## src/rtl/ga_pkg.sv

```systemverilog
// Shared GA datapath types: gene word layout and the owner tag carried alongside
// each gene travelling through the perturb engine.
package ga_pkg;

    localparam int GENE_W    = 32;
    localparam int ALLELE_W  = 8;
    localparam int ALLELES   = GENE_W / ALLELE_W;
    localparam int TAG_IDX_W = 3;  // wide enough for up to 8 requesters

    typedef logic [GENE_W-1:0] gene_t;

    typedef struct packed {
        logic                 valid;
        logic [TAG_IDX_W-1:0] idx;
    } tag_t;

endpackage

```

## src/rtl/rr_arbiter.sv

```systemverilog
// Rotating-priority arbiter: one-hot grant to the first requester found scanning
// upward from ptr, wrapping modulo N.
module rr_arbiter #(
    parameter int N = 4,
    localparam int IDX_W = $clog2(N)
) (
    input  logic [N-1:0]     req,
    input  logic [IDX_W-1:0] ptr,
    output logic [N-1:0]     grant,
    output logic [IDX_W-1:0] grant_idx,
    output logic             grant_any
);
    import ga_pkg::*;

    int               j;
    logic [IDX_W-1:0] j_idx;

    always_comb begin
        grant     = '0;
        grant_idx = '0;
        grant_any = 1'b0;
        j         = 0;
        j_idx     = '0;
        for (int k = 0; k < N; k++) begin
            j     = (int'(ptr) + k) % N;
            j_idx = IDX_W'(j);
            if (!grant_any && req[j_idx]) begin
                grant_any        = 1'b1;
                grant[j_idx]     = 1'b1;
                grant_idx        = j_idx;
            end
        end
    end

endmodule

```

## src/rtl/perturb_arbiter.sv

```systemverilog
// Shares one pipelined perturb engine among NUM_REQ crossover units; an owner-tag
// pipe matched to the engine latency routes each child back to its requester.
module perturb_arbiter #(
    parameter int NUM_REQ = 4,
    parameter int GENE_W  = 32,
    parameter int ENG_LAT = 2,
    parameter int MAX_OUT = 3
) (
    input  logic                      clk,
    input  logic                      rst,
    input  logic                      halt,
    input  logic [NUM_REQ-1:0]        req_valid,
    input  logic [NUM_REQ*GENE_W-1:0] req_gene,
    output logic [NUM_REQ-1:0]        req_ready,
    output logic [GENE_W-1:0]         eng_gene,
    input  logic [GENE_W-1:0]         eng_child,
    output logic [NUM_REQ-1:0]        resp_valid,
    output logic [GENE_W-1:0]         resp_gene,
    output logic                      busy,
    output logic [15:0]               issued_cnt
);
    import ga_pkg::*;

    localparam int IDX_W = $clog2(NUM_REQ);
    localparam int CNT_W = $clog2(MAX_OUT + 1);

    logic [IDX_W-1:0]   rr_ptr;
    logic [CNT_W-1:0]   out_cnt [NUM_REQ];
    // Stage 0 pairs with the eng_gene register; stages 1..ENG_LAT track the engine.
    tag_t               tag_p   [ENG_LAT+1];
    tag_t               tag_last;
    logic [ENG_LAT:0]   tag_valid;
    logic [NUM_REQ-1:0] eligible;
    logic [NUM_REQ-1:0] grant;
    logic [NUM_REQ-1:0] dec;
    logic [IDX_W-1:0]   win_idx;
    logic               win_any;
    logic               xfer;
    logic [GENE_W-1:0]  win_gene;

    always_comb begin
        eligible = '0;
        win_gene = '0;
        dec      = '0;
        for (int i = 0; i < NUM_REQ; i++) begin
            eligible[i] = req_valid[i] && (out_cnt[i] < CNT_W'(MAX_OUT)) && !halt;
            if (grant[i])
                win_gene = req_gene[i*GENE_W +: GENE_W];
            dec[i] = tag_last.valid && (tag_last.idx == TAG_IDX_W'(i));
        end
        tag_valid = '0;
        for (int k = 0; k <= ENG_LAT; k++)
            tag_valid[k] = tag_p[k].valid;
    end

    rr_arbiter #(.N(NUM_REQ)) u_rr (
        .req       (eligible),
        .ptr       (rr_ptr),
        .grant     (grant),
        .grant_idx (win_idx),
        .grant_any (win_any)
    );

    assign req_ready = rst ? '0 : grant;
    assign xfer      = win_any && !rst;
    assign tag_last  = tag_p[ENG_LAT];
    assign busy      = (|tag_valid) || (|resp_valid);

    always_ff @(posedge clk or posedge rst) begin
        if (rst) begin
            rr_ptr     <= '0;
            eng_gene   <= '0;
            resp_valid <= '0;
            resp_gene  <= '0;
            issued_cnt <= '0;
            for (int k = 0; k <= ENG_LAT; k++)
                tag_p[k] <= '0;
            for (int i = 0; i < NUM_REQ; i++)
                out_cnt[i] <= '0;
        end else begin
            // p0: accept into the engine input register
            eng_gene <= xfer ? win_gene : '0;
            tag_p[0] <= {xfer, TAG_IDX_W'(win_idx)};
            if (xfer) begin
                rr_ptr     <= (win_idx == IDX_W'(NUM_REQ - 1)) ? '0 : win_idx + 1'b1;
                issued_cnt <= issued_cnt + 16'd1;
            end
            // p1..pN: tags shift in lockstep with the engine, never stalled
            for (int k = 1; k <= ENG_LAT; k++)
                tag_p[k] <= tag_p[k-1];
            // response register
            resp_valid <= dec;
            if (tag_last.valid)
                resp_gene <= eng_child;
            for (int i = 0; i < NUM_REQ; i++) begin
                case ({xfer && grant[i], dec[i]})
                    2'b10:   out_cnt[i] <= out_cnt[i] + 1'b1;
                    2'b01:   out_cnt[i] <= out_cnt[i] - 1'b1;
                    default: out_cnt[i] <= out_cnt[i];
                endcase
            end
        end
    end

    for (genvar g = 0; g < NUM_REQ; g++) begin : g_cnt_chk
        assert property (@(posedge clk) disable iff (rst) !(dec[g] && out_cnt[g] == '0));
        assert property (@(posedge clk) disable iff (rst) out_cnt[g] <= CNT_W'(MAX_OUT));
    end

endmodule
```

## config.mk

```make
export PLATFORM = sky130hd
export DESIGN_NAME = perturb_arbiter
export DESIGN_NICKNAME = d
export VERILOG_FILES = /design/src/rtl/ga_pkg.sv /design/src/rtl/rr_arbiter.sv /design/src/rtl/perturb_arbiter.sv
export SDC_FILE = /design/constraint.sdc
export NUM_CORES = 1
export LEC_CHECK = 0
export ABC_CLOCK_PERIOD_IN_PS = 13300
export CAP_MARGIN = 20
export CELL_PAD_IN_SITES_DETAIL_PLACEMENT = 1
export CELL_PAD_IN_SITES_GLOBAL_PLACEMENT = 1
export CORE_ASPECT_RATIO = 1.75
export CORE_MARGIN = 2
export CORE_UTILIZATION = 32
export DETAILED_ROUTE_END_ITERATION = 16
export MAX_ROUTING_LAYER = met4
export PLACE_DENSITY_LB_ADDON = 0.1
export SYNTH_ARGS = -nofsm -noshare
export SYNTH_HDL_FRONTEND = slang
export SYNTH_SLANG_ARGS = --single-unit
```

## constraint.sdc

```tcl
create_clock -name clk -period 13.3 [get_ports clk]
set_clock_uncertainty 0.15 [all_clocks]
set_input_delay 1.995 -clock clk [delete_from_list [all_inputs] [get_ports clk]]
set_output_delay 1.995 -clock clk [all_outputs]
set_load 0.005 [all_outputs]
```

## Word-level counts from Yosys, hierarchy flattened

Index checks and enable logic that the tools add are counted.

| storage, ports and cells | value |
|---|---|
| bits in registers | 103 |
| bits of input ports | 167 |
| logic and storage cells | 131 |

| cells by class | value |
|---|---|
| add/sub/neg operators | 13 |
| order comparisons | 12 |
| equality and inequality tests | 12 |
| muxes and demuxes | 39 |
| bitwise gates (word level) | 3 |
| reductions and logical operators | 37 |

Operators by type and width:

| cell | number |
|---|---|
| 2-to-1 mux 32 bit | 5 |
| logical AND 1 bit | 24 |
| 2-to-1 mux 4 bit | 5 |
| adder 16 x 1 -> 16 bit, second input constant | 1 |
| one-hot mux 2 bit (2 select lines) | 4 |
| == test 2 bit, second input constant | 7 |
| adder 2 x 1 -> 2 bit, second input constant | 6 |
| < comparator 2 x 3 -> 1 bit, second input constant | 4 |
| 2-to-1 mux 1 bit | 12 |
| OR 4 bit | 3 |
| == test 2 x 1 -> 1 bit, second input constant | 5 |
| 2-to-1 mux 2 bit | 5 |
| binary-select mux 1 bit (select 2 bit) | 4 |
| demux 1 bit (select 2 bit) | 4 |
| >= comparator 2 x 1 -> 1 bit, second input constant | 4 |
| < comparator 2 bit, second input constant | 4 |
| nonzero test 2 bit | 4 |
| subtractor 2 x 1 -> 2 bit, second input constant | 4 |
| logical NOT 1 bit | 5 |
| adder 2 bit, second input constant | 2 |
| OR reduction 4 bit | 1 |
| logical NOT 3 bit | 1 |
| OR reduction 3 bit | 1 |
| logical OR 1 bit | 1 |

## Depth between registers and ports, before layout

Gate-level depths: netlist of run 1.

| depth | value |
|---|---|
| depth in word-level cells | 20 |
| mapped depth | 16 |
| gate-level depth less buffers | 13 |

## Modules after synthesis

From an unflattened synthesis of run 1, not the netlist that was laid out.

| unflattened totals | value |
|---|---|
| cell total of the unflattened synthesis | 439 |
| area, all modules | 4948.5 µm² |

By module, submodules not included:

| module | times used | cells each | area an instance (µm²) |
|---|---|---|---|
| perturb_arbiter | 1 | 394 | 4529.3 |
| rr_arbiter | 1 | 45 | 419.2 |

## Worst setup path after synthesis of run 1

Ideal clock, no wire load.

| timing | value |
|---|---|
| path kind | input port to output port |
| start point | in rst |
| end point | out req_ready[3] |
| arrival time | 5.536 ns |
| required time | 11.155 ns |
| setup slack | 5.619 ns |
| stages | 6 |
| path buffers | 2 |
| cell sequence | inv_1 nand2_1 clkinv_1 and2_1 clkbuf_1 clkbuf_1 |

| on the way | value |
|---|---|
| word-level cells in the longest chain between the ends | 1 |

Ends and longest elaborated chain:

| item | RTL line | source |
|---|---|---|
| start, declared | perturb_arbiter.sv:10 | `input logic rst,` |
| 2-to-1 mux 4 bit | perturb_arbiter.sv:64 | `assign req_ready = rst ? '0 : grant;` |
| end, declared | perturb_arbiter.sv:14 | `output logic [NUM_REQ-1:0] req_ready,` |

Every way passes these cells.

## Final worst setup path of run 1

| timing | value |
|---|---|
| start point | in halt |
| end point | out req_ready[3] |

| on the way | value |
|---|---|
| word-level cells in the longest chain between the ends | 15 |
| elaborated cells between the ends (all ways) | 30 |
| classes of those cells | mux: 16; bitwise: 3; reduce/logical: 11 |

Ends and longest elaborated chain:

| item | RTL line | source |
|---|---|---|
| start, declared | perturb_arbiter.sv:11 | `input logic halt,` |
| logical NOT 1 bit * | perturb_arbiter.sv:46 | `eligible[i] = req_valid[i] && (out_cnt[i] < CNT_W'(MAX_OUT)) && !halt;` |
| logical AND 1 bit | perturb_arbiter.sv:46 |  |
| binary-select mux 1 bit (select 2 bit) | rr_arbiter.sv:27 | `if (!grant_any && req[j_idx]) begin` |
| 2-to-1 mux 1 bit (not written as such) | rr_arbiter.sv:27 |  |
| 2-to-1 mux 1 bit | rr_arbiter.sv:27 |  |
| logical NOT 1 bit | rr_arbiter.sv:27 |  |
| logical AND 1 bit | rr_arbiter.sv:27 |  |
| 2-to-1 mux 1 bit | rr_arbiter.sv:27 |  |
| logical NOT 1 bit | rr_arbiter.sv:27 |  |
| logical AND 1 bit | rr_arbiter.sv:27 |  |
| 2-to-1 mux 1 bit | rr_arbiter.sv:27 |  |
| logical NOT 1 bit | rr_arbiter.sv:27 |  |
| logical AND 1 bit | rr_arbiter.sv:27 |  |
| 2-to-1 mux 4 bit * | rr_arbiter.sv:27 |  |
| 2-to-1 mux 4 bit * | perturb_arbiter.sv:64 |  |

Mark *: on every way between the ends. The rest lies on a longest branch, timed or not. The select of a mux whose other input is x is not followed.

==> results of run 1 <==
==> cell type report <==
cell class	instances	area (um^2)	area share [%]
Inverter	10	40.04	0.4972
Clock buffer	10	239.0	2.968
Sequential cell	103	2577	32.01
Tap cell	186	232.7	2.890
Timing Repair Buffer	262	2605	32.35
Clock inverter	6	51.30	0.6370
Multi-Input combinational cell	278	2307	28.65
==> sequential cells by signal (all words and copies together), names as in the netlist, named ones only <==
signal and flops:
tag_p 6, tag_last 3, issued_cnt 16, rr_ptr 1, eng_gene 32, resp_gene 32, resp_valid 4, out_cnt 8
==> cell families after synthesis <==
group | synth area share, %
flip-flops | 51.28
AO/OA/AOI/OAI | 16.75
adder cells (fa/ha/maj) | 3.236
AND/OR/NAND/NOR | 12.07
XOR/XNOR | 5.054
multiplexers | 8.265
buffers and inverters | 3.335
==> cell usage in the layout, fill, tap and decap left out, types with 7 or more instances in the layout <==
| master | Yosys | layout |
|---|---|---|
| nand4_1 | 8 | 8 |
| buf_4 | 0 | 7 |
| nand2b_1 | 34 | 34 |
| nor2_1 | 17 | 16 |
| ha_1 | 13 | 13 |
| xor2_1 | 9 | 9 |
| mux2_2 | 32 | 32 |
| a221o_1 | 32 | 32 |
| clkbuf_16 | 0 | 9 |
| nand2_1 | 20 | 20 |
| clkdlybuf4s50_1 | 0 | 255 |
| inv_1 | 8 | 7 |
| a32o_1 | 32 | 32 |
| dfrtp_1 | 103 | 103 |
| xnor2_1 | 20 | 20 |
==> metrics by stage <==
step / total power, mW / setup slack, ps / instances / utilization, %
after global placement: 1.263 / 6196 / 839 / 50.44
after floorplan: 0.9535 / 5619 / 418 / -
after global routing: 1.642 / 5904 / 855 / 52.33
after CTS: 1.559 / 6106 / 855 / 52.33
final: 1.538 / 6126 / 855 / 52.33
after detailed placement: 1.295 / 6101 / 839 / 50.44
==> worst max path at each step <==
| stage | from | to | slack (ps) | depth (start not counted) |
|---|---|---|---|---|
| 3_5_place_dp | halt | req_ready[3] | 6100 | 10 |
| 6_report | halt | req_ready[3] | 6130 | 10 |
| 3_3_place_gp | halt | req_ready[3] | 6200 | 10 |
| 5_1_grt | halt | req_ready[3] | 5900 | 10 |
| 2_1_floorplan | rst | req_ready[3] | 5620 | 6 |
| 4_1_cts | halt | req_ready[3] | 6110 | 10 |
==> power groups by stage <==
stage,clock (mW),combinational [mW],sequential (mW)
finish,0.259,0.808,0.471
floorplan,0,0.487,0.466
global route,0.278,0.880,0.484
detailed placement,0,0.816,0.478
CTS,0.267,0.819,0.473
global placement,0,0.791,0.472
==> routing by layer <==
| metal | share of wire (%) | GRT usage [%] |
|---|---|---|
| met5 | 0 | - |
| met4 | 3.7 | 8.993 |
| met3 | 4.7 | 3.418 |
| met2 | 55 | 39.51 |
| met1 | 37 | 24.40 |
==> out/metrics.cfg, run 1 <==
[clock_tree]
cts_buffer_depth=2
cts_sinks=103
cts_tree=done
worst_skew_pair.late_latency_ps=340
post_cts_resized=0
hold_buffers=0
cts_setup_buffers=0
h-tree-depth=3
cts_buffers=9
clkTransAtPathRegs_ps=70
cts-root-buf=clkbuf_16

[route]
via_per_inst=5.357
drt-total-wl_um=18370
vias=4580
first_pass_iters=4
drt_iter0_markers=121
postRouteAntennaNets=0
wl_per_cell_um=21.48
drc=0

[logic_synthesis]
yosys_warnings=0
ys_top_cells_by_count=dfrtp_1 (103), nand2b_1 (34), a221o_1 (32), a32o_1 (32), mux2_2 (32)
synth_edf_count=0
ys_seq_area_share_pct=51.28
syn_nets=598
synth_top_area_share_pct=51.28
synth_area_um2=5026
ys.flop_type=dfrtp_1
synth_seq_cells=103
syn_inst=418
async_flop_share_pct=100.0
synth_area_leader_cell=dfrtp_1
yosysUniqueCellTypes=50
yosysMostFrequentCell=dfrtp_1
syn_area_per_cell_um2=12.02
yosys-top-cells-area=dfrtp_1 (51%), mux2_2 (7.2%), a221o_1 (6.4%), a32o_1 (6.4%), nand2b_1 (4.2%)

[timing]
max_freq_mhz=139.4
finalCritPeriodShare_pct=53.94
period_needed_ps=7174
rsz0062_at_grt=false
worst_slew_pin_slew_ps=757.9
setup_viol=0
setup_tns_ps=0
hold_viol=0
slew_headroom_pct=49.47
drv_slew=0
holdWs_ps=200.7

[grt]
grt_use_total_pct=22.13
antenna_found_initial=0
gr-total-overflow=0
grt_pass1_wl_um=27800
grt_pass1_vias=5028
grt_max_degree=65

[setup_path]
reg2reg_slack_ps=9170
critPathBufInv=3
crit_chain=clkdlybuf4s50_1 -> nor2b_1 -> and2_1 -> mux4_2 -> and3_1 -> a22oi_1 -> o21ai_0 -> and2_1 -> buf_4 -> clkdlybuf4s50_1
crit_path_max_incr_delay_ps=590
crit_fanout=34
crit_path_end_kind=output port
r2r-end=eng_gene[3]
r2r_cells=9
path_class=primary input to output port
required_ps=11150
cp_slowest_cell=clkdlybuf4s50_1
start_kind=primary input
worstPathArrival_ps=5030
crit_family=buffers and inverters

[die]
ioPinCount=256
start_util_pct=32.66
fp-row-count=60
die-area_um2=16760
die_h_um=169.8
core_um2=15390
die_w_um=98.74

[power_and_ir_drop]
clockPowerShare_pct=16.8
p_sw_uw=573.3
power.internal_uw=964.5
power_leakage_nw=3.269
ir_drop_uv=112.8
p_sw_share_pct=37.28
powerDensity_nw_per_um2=191.0
pwr-share-comb_pct=52.5
pwr-share-seq_pct=30.6

[finish]
layout-drive-gt1-share_pct=9.417
diodes=0
stdcell_area_um2=8053
nets=844
nFillCells=1648
area_delta_synth_final_pct=60.22

[min_path]
min_to=tag_p[4]
hp-class=flop to flop
min_from=tag_p[8]
whs_path_depth=0

[placed_design]
hpwlAfterDp_um=14100
portBuffers=255
place_congestion=0.9376
post_dp_cell_area_um2=7762

[outcome]
status=finished, final reports clean

[flow_run]
max_cap_violations=0

Power figures use the tool's default switching activity.
==> run 2, diff against run 1 <==
--- a/config.mk
+++ b/config.mk
@@ -5,13 +5,13 @@
 export SDC_FILE = /design/constraint.sdc
 export NUM_CORES = 1
 export LEC_CHECK = 0
-export ABC_CLOCK_PERIOD_IN_PS = 13300
+export ABC_CLOCK_PERIOD_IN_PS = 6600
 export CAP_MARGIN = 20
 export CELL_PAD_IN_SITES_DETAIL_PLACEMENT = 1
 export CELL_PAD_IN_SITES_GLOBAL_PLACEMENT = 1
 export CORE_ASPECT_RATIO = 1.75
 export CORE_MARGIN = 2
-export CORE_UTILIZATION = 32
+export CORE_UTILIZATION = 27
 export DETAILED_ROUTE_END_ITERATION = 16
 export MAX_ROUTING_LAYER = met4
 export PLACE_DENSITY_LB_ADDON = 0.1
==> constraint.sdc (replaced) <==
create_clock -name clk -period 6.6 [get_ports clk]
set_clock_uncertainty 0.15 [all_clocks]
set_input_delay 0.99 -clock clk [delete_from_list [all_inputs] [get_ports clk]]
set_output_delay 0.99 -clock clk [all_outputs]
set_load 0.005 [all_outputs]
==> run 2 against run 1 <==
Via count fell by 3.0%; sequential share of layout area fell by 0.25 points; final area rose by 0.79%; critical path type unchanged; critical endpoint unchanged; largest power group unchanged.
==> out/metrics.cfg, run 2 (synthesis results as in run 1) <==
[outcome]
status=finished, final reports clean

[clock_tree]
cts_buffer_depth=2
cts-root-buf=clkbuf_16
hold_buffers=0
clkTransAtPathRegs_ps=70
h-tree-depth=3
cts_tree=done
post_cts_resized=0
cts_setup_buffers=0
worst_skew_pair.late_latency_ps=340
cts_buffers=9
cts_sinks=103

[finish]
layout-drive-gt1-share_pct=9.268
fin_cells=908
layout_commonest_cell=clkdlybuf4s50_1
stdcell_area_um2=8117
multiInputGateArea_um2=2307
nFillCells=2058
most-common-layout-cells=clkdlybuf4s50_1 (255), dfrtp_1 (103), nand2b_1 (34)
regArea_um2=2577
reg_top3=eng_gene (32), resp_gene (32), issued_cnt (16)
area_delta_synth_final_pct=61.49
nets=844

[placed_design]
place_congestion=0.8796
dp_cells=891
hpwlAfterDp_um=13550
portBuffers=255
post_dp_cell_area_um2=7828

[timing]
period_needed_ps=5287
slew_headroom_pct=48.39
finalCritPeriodShare_pct=80.11
drv_slew=0
rsz0062_at_grt=false
worst_slew_pin_slew_ps=774.2
hold_viol=0
setup_tns_ps=0
max_freq_mhz=189.1
setup_viol=0

[power_and_ir_drop]
ir_drop_uv=223.2
powerDensity_nw_per_um2=380.4
power_leakage_nw=3.271

[route]
wl_met2_um=9812
first_pass_iters=4
drc=0
wirelength_met1_um=6589
wl_met3_um=999
drt-total-wl_um=17760
vias=4442
dr.max_layer_used=met4
via_per_inst=4.892
drt_iter0_markers=210
postRouteAntennaNets=0
wl_per_cell_um=19.56

[grt]
grt_max_degree=65
antenna_found_initial=1
grt_use_total_pct=18.28
grt_pass1_wl_um=26850
gr-total-overflow=0
grt_pass1_vias=4800

[min_path]
hp-class=flop to flop

[die]
die_h_um=184.5
die-area_um2=19770
die_w_um=107.1
fp-row-count=66
core_um2=18420
ioPinCount=256
start_util_pct=27.29

[flow_run]
max_cap_violations=0

[setup_path]
crit_fanout=34
start_kind=primary input
worstPathArrival_ps=4150
required_ps=5460
path_class=primary input to output port
reg2reg_slack_ps=2400
crit_path_end_kind=output port

## run 2: changes by cell type in the layout (fill, tap and decap cells not counted)
cell | before | now
inv_8 | 0 | 2
clkbuf_8 | 1 | 0
diode_2 | 0 | 1
clkinvlp_4 | 1 | 0
inv_6 | 2 | 4
clkbuf_1 | 0 | 1
clkinv_4 | 3 | 0
## run 2: metal layers
metal / global-route usage, % / vias up
met5: - / -
met3: 2.758 / 18
met1: 20.01 / 2197
met2: 33.34 / 168
li1: - / 2059
met4: 6.130 / 0
## run 2: path summary, 6_finish.rpt
kind | to | from | cells past startpoint
setup / recovery | req_ready[3] | halt | 10
setup reg to reg | out_cnt[1] | flop | 12
max in group asynchronous | out_cnt[5] | rst | 3
hold reg to reg | tag_last[0] | tag_p[4] | 0
min in group asynchronous | eng_gene[31] | rst | 2
hold / removal | tag_last[0] | tag_p[4] | 0
## run 2: worst max-delay path, cell delays in order
cell and delay, ps:
clkdlybuf4s50_1 520, nor2b_1 340, a21oi_1 130, or3_1 410, nand2_1 170, a22oi_1 120
o21ai_0 290, and2_1 180, buf_4 390, clkdlybuf4s50_1 600
## run 2: power breakdown
group | switching, mW | internal [mW] | total [mW]
Sequential | 0.132 | 0.816 | 0.947
Combinational | 0.762 | 0.856 | 1.62
Clock | 0.255 | 0.267 | 0.522
Total | 1.15 | 1.94 | 3.09
## run 2: final cells by class
class	instances	share of cell area (%)
clock inverter	6	0.7091
antenna	1	0.03083
inverter	10	0.4933
tap	238	3.669
timing repair buffer	262	32.09
clock buffer	10	2.821
sequential	103	31.76
multi-input combinational	278	28.43
## run 2: through the flow
stage          hold WS (ps)  worst slack [ps]  utilization [%]  power [mW]
6_report              199.7              1313            44.08       3.088
5_1_grt               210.6              1075            44.08       3.321
4_1_cts               203.1              1365            44.06       3.141
3_5_place_dp          185.6              1355            42.51       2.599
3_3_place_gp          181.2              1478            42.51       2.555
2_1_floorplan         181.2             928.8                -       1.921
